[config.mk]
export PLATFORM = sky130hd
export DESIGN_NAME = alu_multicycle
export DESIGN_NICKNAME = d
export VERILOG_FILES = /design/src/rtl/alu_multicycle.sv
export SDC_FILE = /design/constraint.sdc
export NUM_CORES = 1
export LEC_CHECK = 0
export ABC_CLOCK_PERIOD_IN_PS = 21200
export CAP_MARGIN = 40
export CORE_AREA = 2 2 194 196
export DETAILED_ROUTE_END_ITERATION = 10
export DIE_AREA = 0 0 196 198
export PLACE_DENSITY_LB_ADDON = 0.3
export SYNTH_ARGS = -nofsm -noshare
export SYNTH_HDL_FRONTEND = slang
export SYNTH_SLANG_ARGS = --single-unit
[constraint.sdc]
create_clock -name clk -period 21.2 [get_ports clk]
set_input_delay 4.24 -clock clk [delete_from_list [all_inputs] [get_ports clk]]
set_output_delay 4.24 -clock clk [all_outputs]
set_load 0.01 [all_outputs]
[src/rtl/alu_multicycle.sv]
// alu_multicycle
// Registered ALU with a start/busy/done handshake. Logic, add, subtract and
// set-less-than complete one edge after start; the unsigned multiply is a
// shift-and-add loop that consumes one multiplier bit per clock.
//
// Ports:
//   clk          rising-edge clock
//   reset        asynchronous, active-high reset
//   start        operation request, ignored while busy
//   a, b         operands (WIDTH bits)
//   alu_control  opcode, sampled together with start
//   busy         high while a multiply is iterating
//   done         one-cycle pulse when result and flags have been updated
//   result       registered result, held until the next completion
//   zero         result == 0
//   carry        carry / no-borrow, or multiply upper-half nonzero
//   overflow     signed overflow for ADD/SUB
//   negative     result MSB
//
// WIDTH must be at least 4.
module alu_multicycle #(
  parameter int WIDTH = 32
) (
  input  logic             clk,
  input  logic             reset,
  input  logic             start,
  input  logic [WIDTH-1:0] a,
  input  logic [WIDTH-1:0] b,
  input  logic [2:0]       alu_control,
  output logic             busy,
  output logic             done,
  output logic [WIDTH-1:0] result,
  output logic             zero,
  output logic             carry,
  output logic             overflow,
  output logic             negative
);

  localparam int CW = $clog2(WIDTH);

  localparam logic [2:0] OP_AND = 3'b000;
  localparam logic [2:0] OP_OR  = 3'b001;
  localparam logic [2:0] OP_ADD = 3'b010;
  localparam logic [2:0] OP_MUL = 3'b011;
  localparam logic [2:0] OP_XOR = 3'b100;
  localparam logic [2:0] OP_NOR = 3'b101;
  localparam logic [2:0] OP_SUB = 3'b110;
  localparam logic [2:0] OP_SLT = 3'b111;

  typedef enum logic {
    IDLE,
    MUL_RUN
  } state_t;

  state_t state;
  state_t next_state;

  // Multiplier working registers: the multiplicand is held double-width so it
  // can be shifted left into the upper half as the multiplier is consumed.
  logic [2*WIDTH-1:0] mcand;
  logic [2*WIDTH-1:0] acc;
  logic [2*WIDTH-1:0] acc_next;
  logic [WIDTH-1:0]   mplier;
  logic [CW-1:0]      bit_cnt;

  // Single-cycle ALU outputs
  logic [WIDTH-1:0] b_mod;
  logic             cin;
  logic [WIDTH:0]   sum;
  logic [WIDTH-1:0] alu_result;
  logic             alu_carry;
  logic             alu_ovf;

  // Handshake decode
  logic accept_single;
  logic accept_mul;
  logic last_bit;
  logic mul_finish;

  // Completion load values
  logic             load;
  logic [WIDTH-1:0] new_result;
  logic             new_carry;
  logic             new_ovf;

  // State register: reset aborts any multiply in flight.
  always_ff @(posedge clk or posedge reset) begin
    if (reset) begin
      state <= IDLE;
    end else begin
      state <= next_state;
    end
  end

  // Next-state logic: only a multiply leaves IDLE, and it returns once the
  // last multiplier bit has been folded into the accumulator.
  always_comb begin
    next_state = state;
    case (state)
      IDLE: begin
        if (start && (alu_control == OP_MUL)) begin
          next_state = MUL_RUN;
        end
      end
      MUL_RUN: begin
        if (last_bit) begin
          next_state = IDLE;
        end
      end
      default: next_state = IDLE;
    endcase
  end

  // FSM outputs and handshake decode. start is only looked at in IDLE, which
  // is what makes a request during a multiply disappear without effect.
  always_comb begin
    busy          = (state == MUL_RUN);
    accept_single = (state == IDLE) && start && (alu_control != OP_MUL);
    accept_mul    = (state == IDLE) && start && (alu_control == OP_MUL);
    last_bit      = (bit_cnt == CW'(WIDTH - 1));
    mul_finish    = (state == MUL_RUN) && last_bit;
  end

  // Single-cycle ALU. SUB reuses the adder as a + ~b + 1 so the carry-out
  // directly means "no borrow"; overflow uses the inverted operand's sign.
  always_comb begin
    b_mod      = b;
    cin        = 1'b0;
    alu_result = '0;
    alu_carry  = 1'b0;
    alu_ovf    = 1'b0;
    if (alu_control == OP_SUB) begin
      b_mod = ~b;
      cin   = 1'b1;
    end
    sum = {1'b0, a} + {1'b0, b_mod} + {{WIDTH{1'b0}}, cin};
    case (alu_control)
      OP_AND: alu_result = a & b;
      OP_OR:  alu_result = a | b;
      OP_XOR: alu_result = a ^ b;
      OP_NOR: alu_result = ~(a | b);
      OP_ADD, OP_SUB: begin
        alu_result = sum[WIDTH-1:0];
        alu_carry  = sum[WIDTH];
        alu_ovf    = (a[WIDTH-1] == b_mod[WIDTH-1]) && (sum[WIDTH-1] != a[WIDTH-1]);
      end
      OP_SLT: alu_result = {{(WIDTH-1){1'b0}}, ($signed(a) < $signed(b))};
      default: alu_result = '0;
    endcase
  end

  // One shift-and-add step, and selection of what gets written on completion.
  // The final multiply step's sum is loaded directly so no extra cycle is spent.
  always_comb begin
    acc_next   = mplier[0] ? (acc + mcand) : acc;
    load       = accept_single || mul_finish;
    new_result = mul_finish ? acc_next[WIDTH-1:0] : alu_result;
    new_carry  = mul_finish ? (|acc_next[2*WIDTH-1:WIDTH]) : alu_carry;
    new_ovf    = mul_finish ? 1'b0 : alu_ovf;
  end

  // Multiplier datapath registers.
  always_ff @(posedge clk or posedge reset) begin
    if (reset) begin
      mcand   <= '0;
      mplier  <= '0;
      acc     <= '0;
      bit_cnt <= '0;
    end else if (accept_mul) begin
      mcand   <= {{WIDTH{1'b0}}, a};
      mplier  <= b;
      acc     <= '0;
      bit_cnt <= '0;
    end else if (state == MUL_RUN) begin
      acc     <= acc_next;
      mcand   <= mcand << 1;
      mplier  <= mplier >> 1;
      bit_cnt <= bit_cnt + CW'(1);
    end
  end

  // Result/flag registers: written only at a completion edge, so they hold
  // steady through a multiply. done is a single-cycle pulse per completion.
  always_ff @(posedge clk or posedge reset) begin
    if (reset) begin
      result   <= '0;
      zero     <= 1'b0;
      carry    <= 1'b0;
      overflow <= 1'b0;
      negative <= 1'b0;
      done     <= 1'b0;
    end else begin
      done <= load;
      if (load) begin
        result   <= new_result;
        zero     <= (new_result == '0);
        carry    <= new_carry;
        overflow <= new_ovf;
        negative <= new_result[WIDTH-1];
      end
    end
  end

endmodule

Word-level counts from Yosys, hierarchy flattened
Index checks and enable logic that the tools add are counted.
{"block": "op_classes", "addsub": 4, "n_lt_le_gt_ge": 1, "n_eq_ne": 11, "muxes": 20, "bitwise": 6, "n_reduce_logical": 12}
{"cell": "$mux 64", "count": 5}
{"cell": "$pmux 32 s6", "count": 1}
{"cell": "$mux 32", "count": 4}
{"cell": "$add 64x64->64", "count": 1}
{"cell": "$not 32->32", "count": 2}
{"cell": "$add 32x32->33", "count": 1}
{"cell": "$add 33x1->33", "count": 1}
{"cell": "$and 32x32->32", "count": 1}
{"cell": "$logic_not 32->1", "count": 1}
{"cell": "$lt 32x32->1", "count": 1}
{"cell": "$or 32x32->32", "count": 1}
{"cell": "$reduce_or 32->1", "count": 1}
{"cell": "$xor 32x32->32", "count": 1}
{"cell": "$eq 3x3->1 const B", "count": 4}
{"cell": "$mux 5", "count": 2}
{"cell": "$mux 1", "count": 7}
{"cell": "$eq 3x2->1 const B", "count": 2}
{"cell": "$logic_and 1x1->1", "count": 6}
{"cell": "$add 5x1->5 const B", "count": 1}
{"cell": "$eq 5x5->1 const B", "count": 1}
{"cell": "$eq 3x1->1 const B", "count": 1}
{"cell": "$logic_not 3->1", "count": 1}
{"cell": "$ne 3x2->1 const B", "count": 1}
{"cell": "$pmux 1 s2", "count": 1}
{"cell": "other kinds (6)", "count": 6}
{"block": "word_totals", "ff_bits": 203, "inputBits": 70, "out_inout_bits": 38, "wordCells": 65}

Longest topological paths before layout
Gate-level depths: netlist of run 1.
{"block": "logic_depth", "depth_word": 8, "mapped_depth": 22}

Least setup slack after synthesis of run 1
No wires, ideal clock.
{"block": "synth_timing", "kind": "input to register", "start": "input alu_control[2]", "end": "register zero", "setup_ns": 0.103, "t_arrival_ns": 9.264, "required_time_ns": 21.097, "slack_ns": 11.833, "path_stages": 21, "cell_sequence": "clkbuf_1 -> clkbuf_1 -> clkbuf_1 -> clkbuf_1 -> clkbuf_1 -> nand2_1 -> buf_1 -> xnor2_1 -> ha_1 -> o21a_1 -> nor2_1 -> o31ai_2 -> a221oi_4 -> o21ai_1 -> a21boi_1 -> o41ai_1 -> xor2_1 -> nand2_1 -> o211ai_1 -> or4_1 -> o41ai_2"}
{"block": "synth_via", "elab_chain_len": 7, "elab_cells_between_ends": 18, "cone_classes": "2 x add/sub; 7 x eq/ne; 4 x mux; 5 x reduce/logical"}
{"item": "from (decl)", "line_no": "29", "text": "input logic [2:0] alu_control,"}
{"item": "$eq 3x3->1", "line_no": "132, 137"}
{"item": "$mux 32", "line_no": "132", "text": "if (alu_control == OP_SUB) begin"}
{"item": "$add 32x32->33", "line_no": "136", "text": "sum = {1'b0, a} + {1'b0, b_mod} + {{WIDTH{1'b0}}, cin};"}
{"item": "$add 33x1->33", "line_no": "136"}
{"item": "$pmux 32 s6", "line_no": "137", "text": "case (alu_control)"}
{"item": "$mux 32", "line_no": "157", "text": "new_result = mul_finish ? acc_next[WIDTH-1:0] : alu_result;"}
{"item": "$logic_not 32->1", "line_no": "196", "text": "zero <= (new_result == '0);"}
{"item": "to (signal assigned)", "line_no": "196"}
{"item": "to (decl)", "line_no": "33", "text": "output logic zero,"}
Several ways; a longest one is shown, not always the timed one.
A chain may end at the register's enable or synchronous reset.

Final worst setup path of run 1
{"block": "layout_timing", "start": "input alu_control[1]", "end": "register zero"}
The elaborated chain is that of the path after synthesis.

==> results.sh, run 1 <==
export IMPL_max_slew_worst_pin_slew_ns=0.913
export IMPL_p_sw_mw=1.14
export IMPL_p_sw_frac=0.458
export IMPL_place_area_sq_um=19500
export IMPL_cts_sinks=202
export IMPL_whs_endpoint="result[27]"
export IMPL_pwr_share_clk=0.185
export IMPL_clkTransAtPathRegs_ns=0.06
export IMPL_critPathLaunch="alu_control[1]"
export IMPL_grt_max_degree=91
export IMPL_synthTopCellsByArea="dfrtp_1, ha_1, nand2_1"
export IMPL_r2r_slack_ns=16.23
export IMPL_slowest_stage="o41ai_1"
export IMPL_hpwl_um=45600
export IMPL_yosysTopAreaCellShare=0.280
export IMPL_mostFrequentLayoutCells="nand2_1, nor2_1, dfrtp_1, ha_1, o21ai_0"
export IMPL_antenna_found_initial=0
export IMPL_hold_path_depth=2
export IMPL_fin_tns_setup_ns=0
export IMPL_synth_edf_count=0
export IMPL_worstPathMaxFanout=29
export IMPL_reg2reg_to="carry"
export IMPL_cp_arrival_ns=10.26
export IMPL_core_sq_um=37000
export IMPL_critPathTopFamily="compound AO/OA/AOI/OAI gates"
export IMPL_rows=71
export IMPL_ys_seq_elements=202
export IMPL_port_buffers=107
export IMPL_synth_ff_type="dfrtp_1"
export IMPL_antenna_left=0
export IMPL_irDropWorstVdd_v=0.0000644
export IMPL_cts_hold_buf=0
export IMPL_fill_cells=3497
export IMPL_syn_inst=2236
export IMPL_critical_path_startpoint_type="input pin"
export IMPL_worst_skew_pair_late_latency_ns=0.57
export IMPL_cts_tree="built"
export IMPL_cts_max_path_buffers=3
export IMPL_groute_usage_overall=0.312
export IMPL_ys_types=81
export IMPL_grt_overflow=0
export IMPL_grt_pass1_vias=16700
export IMPL_final_max_slew_viol_count=0
export IMPL_seq_power_share=0.283
export IMPL_cp_required_ns=21.66
export IMPL_reg2regPathDepth=14
export IMPL_status="finished clean"
export IMPL_cts_root_buf="clkbuf_16"
export IMPL_viasPerCell=6.13
export IMPL_cts_repair_resized=0
export IMPL_p_int_mw=1.35
export IMPL_cellPowerDensity_nw_per_um2=123
export IMPL_htreeDepth=1
export IMPL_layout_commonest_cell="nand2_1"
export IMPL_initial_core_util=0.489
export IMPL_cp_cell_sequence="clkdlybuf4s50_1 -> buf_4 -> nor2b_1 -> buf_4 -> nand2_2 -> buf_4 -> xnor2_1 -> ha_1 -> nand2_1 -> o31ai_2 -> a221oi_4 -> o21ai_1 -> a21boi_1 -> o41ai_1 -> xor2_1 -> nand2_1 -> o211ai_1 -> or4_1 -> o41ai_2"
export IMPL_stdcell_area_sq_um=20400
export IMPL_numCtsBuffers=26
export IMPL_hold_path_class="reg2reg"
export IMPL_pin_count=108
export IMPL_wl_per_cell_um=21.9
export IMPL_synth_async_sr_flop_share=1.00
export IMPL_cts_setup_buffers=0
export IMPL_final_cells=2759
export IMPL_wirelength_um=60400
export IMPL_fp_dieW_um=196
export IMPL_critical_path_max_stage_delay_ns=0.74
export IMPL_comb_power_share=0.533
export IMPL_mappedNetlistNets=2507
export IMPL_fin_nets=2538
export IMPL_report_final_hold_viol_count=0
export IMPL_drc=0
export IMPL_die_area_sq_um=38800
export IMPL_setup_viol=0
export IMPL_finalPower_mw=2.50
export IMPL_via_count=16900
export IMPL_grt_pass1_wl_um=95000
export IMPL_drtIter0Drc=1212
export IMPL_rsz0062_at_grt="no"
export IMPL_gp_congestion=0.971
export IMPL_path_common_cell="buf_4"
export IMPL_min_from="result[27]"
export IMPL_skew_ns=0.0153
export IMPL_endpoint_kind="flip-flop"
export IMPL_die_h_um=198
export IMPL_maxCapViolCount=0
export IMPL_leakagePower_nw=9.60
export IMPL_min_period_ns=9.79
export IMPL_fin_util=0.552
export IMPL_syn2layout_area_growth_pct=12.8
export IMPL_path_buf_inv=4
export IMPL_min_period_over_period=0.462
export IMPL_synth_warnings=0
export IMPL_drive_gt1_frac=0.0512
export IMPL_synth_area_per_cell_sq_um=8.08
export IMPL_max_freq_mhz=102
export IMPL_critPathKind="in2reg"
export IMPL_synth_area_sq_um=18100
export IMPL_worstReg2RegStart="mcand[0]"
export IMPL_antennaDiodeCount=0
export IMPL_relSlewSlack=0.392
export IMPL_post_place_cells=2713
export IMPL_drt_pass1_iter_count=6
export IMPL_seq_area_frac_synth=0.280
export IMPL_synth_area_leader_cell="dfrtp_1"
==> how the worst max path moves through the flow <==
stage / end / slack [ns] / cells past startpoint
2_1_floorplan: acc[0] / 11.45 / 1
3_3_place_gp: zero / 10.84 / 18
3_5_place_dp: zero / 10.98 / 19
4_1_cts: zero / 11.55 / 19
5_1_grt: zero / 11.23 / 19
6_report: zero / 11.41 / 19
==> state kept, by name, summed over array words and instances (netlist names) <==
register and count:
overflow 1, done 1, bit_cnt 5, mcand 64
zero 1, mplier 32, busy 1, result 32
acc 64, carry 1
==> logic make-up (layout without fill, tap and decap cells) <==
logic type                 count (synthesis)  count (layout)  synth area share
buffers and inverters                    252             301            0.0529
AOI/OAI and AO/OA                        679             679             0.257
and+or+nand+nor                          721             721             0.177
muxes                                     76              76            0.0426
adders and majority gates                201             201             0.140
DFF                                      202             202             0.280
xor gates and xnor gates                 105             105            0.0509
==> Yosys cell counts (all sizes together) (21+ instances only) <==
cell	n
nor2	227
a21o	58
a221o	66
nand2	269
buf	23
a211oi	23
ha	199
mux2i	68
nor3	31
inv	122
clkbuf	107
o211ai	21
o21ai	172
xor2	28
xnor2	77
nand4	25
a21oi	153
nand3	63
dfrtp	202
==> metrics by stage <==
step	hold slack (ns)	worst slack [ns]
floorplan	0.449	11.45
global placement	0.455	10.84
detailed placement	0.460	10.98
CTS	0.472	11.55
global route	0.498	11.23
finish	0.468	11.41
==> power by group through the flow <==
stage	Combinational, mW	Sequential [mW]	Clock (mW)
5_1_grt	1.47	0.724	0.483
3_5_place_dp	1.31	0.708	0
4_1_cts	1.32	0.704	0.468
3_3_place_gp	1.28	0.705	0
6_report	1.33	0.706	0.461
2_1_floorplan	0.941	0.651	0
==> worst reg2reg max path, delay by kind of cell (launching register included) <==
family | cells | cell delay [ns]
flops | 1 | 0.41
fa+ha+maj | 2 | 0.64
simple gates | 3 | 0.91
compound gates | 9 | 2.86
==> layer usage <==
layer | vias up | track usage | wire (um)
met1 | 8205 | 0.403 | 26400
met5 | - | 0 | 0
met3 | 114 | 0.0313 | 2730
met2 | 463 | 0.543 | 29000
met4 | 0 | 0.112 | 2290
li1 | 8134 | - | -
==> cell type report <==
cell class              instances  area, sq um  share of cell area
flip-flops and latches        202         5060               0.248
well taps                     474          593              0.0291
inverters                     122          465              0.0228
clock inverters                11          133             0.00651
clock buffers                  35          744              0.0365
repair buffers                133         1300              0.0638
multi-input cells            1782        12100               0.593
Power figures use the tool's default switching activity.
==> run 2, diff against run 1 <==
ABC_CLOCK_PERIOD_IN_PS = 10000   (was 21200)
clock period = 10 ns   (was 21.2 ns; I/O delays follow)
==> run 2 against run 1 <==
Non-clock buffer count increased by 3; worst setup slack got worse by 8.8 ns; combinational power increased by 110%; critical path depth unchanged; critical path type unchanged; critical endpoint unchanged.
==> results.sh, run 2 (synthesis results as in run 1) <==
export IMPL_grt_pass1_vias=16500
export IMPL_min_period_ns=7.36
export IMPL_post_place_cells=2716
export IMPL_reg_top3="acc: 64 flops, mcand: 64 flops"
export IMPL_antenna_left=0
export IMPL_final_max_slew_viol_count=0
export IMPL_r2r_slack_ns=5.03
export IMPL_rows=71
export IMPL_drive_gt1_frac=0.0516
export IMPL_antennaDiodeCount=0
export IMPL_hold_path_class="reg2reg"
export IMPL_die_h_um=198
export IMPL_multi_input_area_sq_um=12100
export IMPL_hpwl_um=45100
export IMPL_slowest_stage="nor2b_1"
export IMPL_mostFrequentLayoutCells="nand2_1, nor2_1, dfrtp_1, ha_1, o21ai_0"
export IMPL_grt_overflow=0
export IMPL_fill_cells=3500
export IMPL_groute_usage_overall=0.305
export IMPL_max_freq_mhz=136
export IMPL_wl_per_cell_um=21.6
export IMPL_status="finished clean"
export IMPL_fin_nets=2541
export IMPL_clkTransAtPathRegs_ns=0.06
export IMPL_irDropWorstVdd_v=0.000132
export IMPL_port_buffers=107
export IMPL_numCtsBuffers=26
export IMPL_maxCapViolCount=0
export IMPL_gp_congestion=0.957
export IMPL_wirelength_um=59600
export IMPL_cts_hold_buf=0
export IMPL_layout_commonest_cell="nand2_1"
export IMPL_drc=0
export IMPL_pin_count=108
export IMPL_drtIter0Drc=1013
export IMPL_cp_cell_sequence="clkdlybuf4s50_1 -> buf_4 -> nor2b_1 -> nand2_2 -> buf_4 -> xnor2_1 -> ha_1 -> nor2b_1 -> o21a_1 -> o211a_1 -> o21ai_0 -> a21oi_1 -> or3_1 -> a31o_2 -> nor4_1 -> and4_1 -> nand4_1 -> or4_1 -> o41ai_2"
export IMPL_path_buf_inv=3
export IMPL_viasPerCell=6.15
export IMPL_cts_root_buf="clkbuf_16"
export IMPL_endpoint_kind="flip-flop"
export IMPL_setup_viol=0
export IMPL_grt_pass1_wl_um=92800
export IMPL_fin_tns_setup_ns=0
export IMPL_cts_sinks=202
export IMPL_critPathTopFamily="simple AND/OR/NAND/NOR gates"
export IMPL_rsz0062_at_grt="no"
export IMPL_fp_dieW_um=196
export IMPL_worst_skew_pair_late_latency_ns=0.57
export IMPL_skew_ns=0.0233
export IMPL_cts_tree="built"
export IMPL_cts_repair_resized=0
export IMPL_stdcell_area_sq_um=20400
export IMPL_cp_arrival_ns=7.83
export IMPL_via_count=17000
export IMPL_antenna_found_initial=0
export IMPL_leakagePower_nw=9.62
export IMPL_htreeDepth=1
export IMPL_place_area_sq_um=19500
export IMPL_report_final_hold_viol_count=0
export IMPL_critPathKind="in2reg"
export IMPL_worstPathMaxFanout=31
export IMPL_critical_path_max_stage_delay_ns=0.68
export IMPL_initial_core_util=0.489
export IMPL_critical_path_startpoint_type="input pin"
export IMPL_core_sq_um=37000
export IMPL_cts_setup_buffers=0
export IMPL_finalPower_mw=5.28
export IMPL_cellPowerDensity_nw_per_um2=259
export IMPL_syn2layout_area_growth_pct=12.9
export IMPL_final_cells=2763
export IMPL_grt_max_degree=90
export IMPL_cts_max_path_buffers=3
export IMPL_relSlewSlack=0.369
export IMPL_min_period_over_period=0.736
export IMPL_max_slew_worst_pin_slew_ns=0.946
export IMPL_die_area_sq_um=38800
export IMPL_ff_latch_area_sq_um=5060
export IMPL_cp_required_ns=10.46
export IMPL_drt_pass1_iter_count=6
-- run 2: cell count changes in the layout (fill, tap and decap cells not counted), moves of 2 or more --
cell	delta
clkinv_4	-2
clkinvlp_4	-2
clkbuf_1	+2
buf_12	+2
clkinv_2	+3
-- run 2: power breakdown --
| group | switching [mW] | leakage [nW] | internal (mW) |
|---|---|---|---|
| clock network | 0.382 | 0.438 | 0.586 |
| logic | 1.68 | 6.60 | 1.14 |
| registers | 0.335 | 2.59 | 1.15 |
-- run 2: tightest hold or removal path: stages (launching register included) --
cell	delay, ns
dfrtp_1	0.34
nand2_1	0.06
nand2_1	0.05
-- run 2: area by class of cell --
type | instances | area share
Clock buffer | 38 | 0.0381
Inverter | 122 | 0.0228
Tap cell | 474 | 0.0291
Timing Repair Buffer | 136 | 0.0649
Sequential cell | 202 | 0.248
Clock inverter | 9 | 0.00484
Multi-Input combinational cell | 1782 | 0.592
-- run 2: worst paths after layout --
check / cells after the start / endpoint / start
worst min register to register: 2 / result[0] / result[0]
min in group asynchronous: 2 / mcand[52] / reset
worst min-delay path: 2 / result[0] / result[0]
worst max register to register: 14 / carry / mcand[0]
max in group asynchronous: 3 / mplier[0] / reset
worst max-delay path: 19 / zero / alu_control[1]
-- run 2: per-layer routing --
layer | wire, um | global-route usage
met5 | 0 | 0
met1 | 25500 | 0.385
met2 | 27700 | 0.518
met4 | 3280 | 0.148
met3 | 3070 | 0.0373
-- run 2: through the flow --
stage           util  setup WS [ns]  hold slack [ns]
5_1_grt        0.552           2.29            0.508
4_1_cts        0.552           2.66            0.481
3_3_place_gp   0.526           2.29            0.461
6_report       0.552           2.64            0.481
3_5_place_dp   0.529           2.08            0.467
2_1_floorplan      -           2.49            0.449
